$ cat src/rtl/control_sequencer.sv
// Hardwired control sequencer: fetch T0-T2, execute T3-T6.
// Moore strobes decoded from the state register and the returned IR.
module control_sequencer #(
  parameter int NREGS = 16,
  parameter int OPW   = 5
) (
  input  logic             Clock,
  input  logic             Reset,
  input  logic [31:0]      IR,
  input  logic             mem_ready,
  output logic             PCout,
  output logic             MARin,
  output logic             IncPC,
  output logic             Zin,
  output logic             ZLOout,
  output logic             ZHIout,
  output logic             PCin,
  output logic             Read,
  output logic             MDRin,
  output logic             MDRout,
  output logic             IRin,
  output logic             Yin,
  output logic             HIin,
  output logic             LOin,
  output logic [NREGS-1:0] Rin,
  output logic [NREGS-1:0] Rout,
  output logic [OPW-1:0]   alu_op,
  output logic             Run
);

  typedef enum logic [3:0] {
    S_RST, S_T0, S_T1, S_T2, S_T3,
    S_T4, S_T5, S_T6, S_HALT
  } state_t;

  state_t state_q, state_d;
  logic   first_q, first_d;

  logic [4:0] opcode;
  logic [3:0] ra, rb, rc;
  logic       is_alu, is_md, is_halt;
  logic       unused_ir;

  assign opcode    = IR[31:27];
  assign ra        = IR[26:23];
  assign rb        = IR[22:19];
  assign rc        = IR[18:15];
  assign unused_ir = ^IR[14:0];

  assign is_alu  = (opcode <= 5'h0B);
  assign is_md   = (opcode == 5'h0F) || (opcode == 5'h10);
  assign is_halt = (opcode == 5'h1B);

  // State and first-T1-cycle flag registers.
  always_ff @(posedge Clock) begin
    if (Reset) begin
      state_q <= S_RST;
      first_q <= 1'b0;
    end else begin
      state_q <= state_d;
      first_q <= first_d;
    end
  end

  // Next-state logic; the flag marks only the entry cycle of T1.
  always_comb begin
    state_d = state_q;
    unique case (state_q)
      S_RST:  state_d = S_T0;
      S_T0:   state_d = S_T1;
      S_T1:   state_d = mem_ready ? S_T2 : S_T1;
      S_T2:   state_d = S_T3;
      S_T3: begin
        if (is_halt)             state_d = S_HALT;
        else if (is_alu || is_md) state_d = S_T4;
        else                     state_d = S_T0;
      end
      S_T4:   state_d = S_T5;
      S_T5:   state_d = is_md ? S_T6 : S_T0;
      S_T6:   state_d = S_T0;
      S_HALT: state_d = S_HALT;
      default: state_d = S_RST;
    endcase
    first_d = (state_d == S_T1) && (state_q != S_T1);
  end

  // Moore strobe decode of the current state.
  always_comb begin
    PCout  = 1'b0;
    MARin  = 1'b0;
    IncPC  = 1'b0;
    Zin    = 1'b0;
    ZLOout = 1'b0;
    ZHIout = 1'b0;
    PCin   = 1'b0;
    Read   = 1'b0;
    MDRin  = 1'b0;
    MDRout = 1'b0;
    IRin   = 1'b0;
    Yin    = 1'b0;
    HIin   = 1'b0;
    LOin   = 1'b0;
    Rin    = '0;
    Rout   = '0;
    alu_op = '0;
    Run    = (state_q != S_RST) && (state_q != S_HALT);
    unique case (state_q)
      S_T0: begin
        PCout = 1'b1;
        MARin = 1'b1;
        IncPC = 1'b1;
        Zin   = 1'b1;
      end
      S_T1: begin
        Read   = 1'b1;
        MDRin  = 1'b1;
        ZLOout = first_q;
        PCin   = first_q;
      end
      S_T2: begin
        MDRout = 1'b1;
        IRin   = 1'b1;
      end
      S_T3: begin
        if (is_alu) begin
          Rout[rb] = 1'b1;
          Yin      = 1'b1;
        end else if (is_md) begin
          Rout[ra] = 1'b1;
          Yin      = 1'b1;
        end
      end
      S_T4: begin
        Zin    = 1'b1;
        alu_op = OPW'(opcode);
        if (is_md) Rout[rb] = 1'b1;
        else       Rout[rc] = 1'b1;
      end
      S_T5: begin
        ZLOout = 1'b1;
        if (is_md) LOin    = 1'b1;
        else       Rin[ra] = 1'b1;
      end
      S_T6: begin
        ZHIout = 1'b1;
        HIin   = 1'b1;
      end
      default: ;
    endcase
  end

endmodule

$ cat config.mk
export PLATFORM = sky130hd
export DESIGN_NAME = control_sequencer
export DESIGN_NICKNAME = d
export VERILOG_FILES = /design/src/rtl/control_sequencer.sv
export SDC_FILE = /design/constraint.sdc
export NUM_CORES = 1
export LEC_CHECK = 0
export BUFFER_PORTS_ARGS = -buffer_cell sky130_fd_sc_hd__buf_2
export CAP_MARGIN = 20
export CORE_AREA = 5 5 64 66
export CTS_CLUSTER_SIZE = 25
export DETAILED_ROUTE_END_ITERATION = 10
export DIE_AREA = 0 0 69 71
export HOLD_SLACK_MARGIN = 0.12
export PLACE_DENSITY = 0.78
export SYNTH_ARGS = -nofsm -noshare
export SYNTH_HDL_FRONTEND = slang
export SYNTH_SLANG_ARGS = --single-unit
$ cat constraint.sdc
create_clock -name Clock -period 3.2 [get_ports Clock]
set_input_delay 0.96 -clock Clock [delete_from_list [all_inputs] [get_ports Clock]]
set_output_delay 0.96 -clock Clock [all_outputs]
set_load 0.02 [all_outputs]
### Word level (Yosys, flattened, before mapping)

Index checks and enable logic that the tools add are counted.

| operators by class | value |
|---|---|
| order comparisons | 7 |
| eq/ne operators | 14 |
| multiplexer cells | 29 |
| reductions and logical operators | 11 |

Operators by type and width:

| cell | number |
|---|---|
| two-way mux 16 bit | 5 |
| one-hot mux 16 bit (2 select lines) | 1 |
| one-hot mux 4 bit (8 select lines) | 1 |
| equality test 4 x 3 -> 1 bit, second input constant | 4 |
| less-than comparator 4 x 5 -> 1 bit, second input constant | 3 |
| two-way mux 1 bit | 14 |
| demux 1 bit (select 4 bit) | 3 |
| equality test 4 x 2 -> 1 bit, second input constant | 3 |
| >= comparator 4 x 1 -> 1 bit, second input constant | 3 |
| equality test 5 bit, second input constant | 2 |
| two-way mux 3 bit | 2 |
| equality test 5 x 4 -> 1 bit, second input constant | 1 |
| less-or-equal comparator 5 x 4 -> 1 bit, second input constant | 1 |
| logical AND 1 bit | 5 |
| two-way mux 5 bit | 1 |
| equality test 4 x 1 -> 1 bit, second input constant | 1 |
| equality test 4 bit, second input constant | 1 |
| zero test 4 bit | 1 |
| two-way mux 4 bit | 1 |
| inequality test 4 x 2 -> 1 bit, second input constant | 1 |
| inequality test 4 bit, second input constant | 1 |
| nonzero test 4 bit | 1 |
| OR reduction 2 bit | 2 |
| logical OR 1 bit | 2 |
| one-hot mux 1 bit (2 select lines) | 1 |

| word-level totals | value |
|---|---|
| flip-flop bits (word level) | 5 |

### Depth between registers and ports, before layout

| logic depth | value |
|---|---|
| depth after elaboration | 8 |
| gate-level depth with buffers | 7 |
| mapped depth without buffers | 4 |

### Worst setup path before layout

Ideal clock, no wire load.

| path | value |
|---|---|
| path kind | input-to-output |
| from | input IR[30] |
| to | output Rout[0] |
| data arrival time | 2.566 ns |
| required time | 2.240 ns |
| setup slack | -0.326 ns |
| cell stages on the path | 6 |
| buffers on the path | 2 |
| path through | or3_1 > o22ai_1 > buf_2 > a21oi_1 > clkbuf_1 > o21ai_0 |

| on the way | value |
|---|---|
| word-level cells in the longest chain between the ends | 5 |
| elaborated cells between the ends (all ways) | 8 |

RTL lines:

| what | line | RTL |
|---|---|---|
| start, declared | 9 | `input logic [31:0] IR,` |
| branches (longest 4 deep; another with less-or-equal comparator 5 x 4 -> 1 bit) | - |  |
| one-hot mux 16 bit (2 select lines) * | 107 | `unique case (state_q)` |
| end, declared | 26 | `output logic [NREGS-1:0] Rout,` |

Every way passes the cells marked *.

### Worst setup path after layout

| path | value |
|---|---|
| from | input IR[30] |
| to | output Rout[15] |

Same word-level chain as after synthesis.

==> impl_metrics.py <==
metrics = {
    "cells_and_area": {
        "drive_above_1_share_pct": 50.7,
        "n_antenna_cell": 0,
        "register_area_um2": 100,
        "finalNonFillerCells": 332,
        "num-fill-cells": 308,
        "multi_input_area_um2": 1350,
        "fin_nets": 320,
        "area_growth_pct": 89.4,
        "final_area_um2": 2340,
        "fin_util_pct": 66.5,
    },
    "cts": {
        "cts_buffers": 3,
        "htreeDepth": 1,
        "clockBufferDepth": 2,
        "hold_buffers": 0,
        "clock_latency_ns": 0.25,
        "clk_pin_slew_ns": 0.04,
        "cts-root-buf": "clkbuf_4",
        "cts_sinks": 5,
        "cts_tree": "yes",
    },
    "power_and_ir_drop": {
        "power_mw": 0.347,
        "ir_drop_uv": 126,
        "power_leakage_nw": 0.879,
        "power_density_nw_per_um2": 148,
    },
    "setup_path": {
        "worst-setup-path-type": "in2out",
        "worstPathRequired_ns": 2.24,
        "critical_path_arrival_ns": 2.48,
        "end_kind": "output port",
        "critPathSlowestCell": "nor4_1",
        "worstPathMaxFanout": 15,
        "path_depth": 9,
        "path_buf_inv": 5,
        "r2r_cells": 3,
        "crit_chain": "buf_6 > buf_6 > buf_4 > a21oi_1 > buf_4 > nor4_1 > mux2i_4 > o21ai_1 > buf_2",
        "cpPeakStageDelay_ns": 0.53,
        "start_kind": "primary input",
        "path_delay_family": "buffers and inverters",
    },
    "routing": {
        "routedWlPerCell_um": 15.8,
        "via_count": 1865,
        "drtIter0Drc": 65,
        "viasPerCell": 5.62,
        "wl_um": 5260,
        "drc": 0,
        "antenna_left": 0,
        "firstDrtPassIters": 4,
    },
    "logic_synthesis": {
        "yosys.area_share.simple_pct": 54.2,
        "yosys-top-cells-area": "mux2i_1 (11%), nor2_1 (8.2%), dfxtp_1 (8.1%)",
        "ys_ff_latch": 5,
        "ys_types": 38,
        "synth_fp_nets": 233,
        "synth-main-ff-cell": "dfxtp_1",
        "post-synth-top-count-cell": "nor2_1",
        "yosysTopAreaCell": "mux2i_1",
        "synth_xor_area_share_pct": 0.708,
        "yosys-mux-area-fraction_pct": 11.3,
        "synth_fa_ha_area_share_pct": 0,
        "ys_top_cells_by_count": "nor2_1 (27), nor3_1 (18), nand2_1 (16), nor4_1 (15), mux2i_1 (14)",
        "async_flop_share_pct": 0,
        "synth_area_um2": 1240,
        "yosysTopAreaCellShare_pct": 11.3,
        "synth_compound_area_share_pct": 16.0,
        "ys_seq_area_share_pct": 8.09,
        "synth_edf_count": 0,
        "netlist_instances": 198,
        "postSynthAreaPerCell_um2": 6.25,
        "yosysWarnings": 0,
        "synth_top_family_by_area": "simple AND/OR/NAND/NOR gates",
    },
    "min_path": {
        "hold_class": "reg2reg",
        "worst_hold_path.num_cells": 2,
    },
    "placed_design": {
        "dp.cells": 317,
        "pre_cts_ws_ns": -0.309,
        "place_congestion": 0.820,
        "post_dp_cell_area_um2": 1840,
        "place_hpwl_um": 3510,
        "io_buffers": 71,
    },
    "die": {
        "coreArea_um2": 3520,
        "start_util_pct": 35.1,
        "die_area_um2": 4900,
        "num_rows": 22,
        "die_width_um": 69,
        "die_y_um": 71,
        "ios": 87,
    },
    "grt": {
        "antenna_found_initial": 0,
        "grt_usage_pct": 20.1,
        "grt_max_degree": 16,
        "grt_pass1_wl_um": 8310,
        "grt_pass1_vias": 1791,
        "grt-ovfl-total": 0,
    },
    "sta": {
        "hold_ws_ns": 0.630,
        "fin_skew_ns": 0.00379,
        "setup_violations": 29,
        "rsz0062_at_grt": "yes",
        "fin_crit_sh_pct": 107,
        "slew_viol_final": 0,
        "fin_ws_ns": -0.239,
        "worstMarginPinSlew_ns": 0.605,
        "max_freq_mhz": 291,
        "relSlewSlack_pct": 59.3,
        "hold_viol_final": 0,
        "fin_tns_setup_ns": -4.45,
        "finalCriticalPeriod_ns": 3.44,
    },
    "status": {
        "status": "finished, violations left",
        "violations": "negative setup slack",
    },
    "flow_run": {
        "drv_cap": 0,
    },
}
repair_timing:
action	CTS	global route
cloned	3	0
pin swaps	9	6
resized for setup	67	27
setup endpoints to repair	29	34
setup buffers	6	5
cell usage in the layout, fill, tap and decap left out, types with 3 or more instances in the layout:
cell type,count
nand2b_1,12
nor2b_1,4
or2_2,3
nand4_1,4
nand3_1,8
o21ai_1,5
o21ai_4,9
nand2_1,16
mux2i_1,3
buf_2,41
buf_4,36
clkbuf_4,3
or4_4,3
mux2i_4,10
a21oi_1,3
buf_6,19
nor2_1,23
nor4_1,15
nor3_1,18
inv_1,3
and2_1,6
dfxtp_1,5
sequential cells by signal, indices dropped and copies added (netlist names):
signal   count
first_q      1
state_q      4
kinds of logic (layout without fill, tap and decap cells):
family | count (synthesis) | after routing
and+or+nand+nor | 125 | 125
AOI/OAI and AO/OA | 31 | 31
buffers and inverters | 22 | 108
muxes | 14 | 14
DFF | 5 | 5
xor gates and xnor gates | 1 | 1
final timing paths:
path	slack (ns)	to	start
max	-0.24	Rout[15]	IR[30]
min	0.63	state_q[1]	state_q[2]
max reg2reg	1.80	state_q[3]	state_q[0]
min reg2reg	0.63	state_q[1]	state_q[2]
final cells by class:
| class | count | area share (%) |
|---|---|---|
| Timing Repair Buffer | 101 | 34.1 |
| Clock buffer | 4 | 1.12 |
| Sequential cell | 5 | 4.27 |
| Multi-Input combinational cell | 171 | 57.4 |
| Inverter | 3 | 0.481 |
| Tap cell | 48 | 2.56 |
worst reg2reg max path: stages (launching register included):
cell and delay (ns):
dfxtp_1 0.30, or4b_4 0.60, o32a_1 0.33, nor2_1 0.10
report_power, final:
group	leakage, nW	internal (mW)	switching (mW)
combinational	0.823	0.0815	0.122
sequential	0.0410	0.0678	0.00211
clock	0.0150	0.0472	0.0272
layer usage:
metal  vias up  share of wire, %  GRT usage [%]
met4         0               2.1           6.94
met5         -                 0              0
li1        903                 -              -
met3        13               8.7           4.97
met1       860                38           22.4
met2        89                51           36.9
Note: power is estimated with default switching activity, not from simulation.
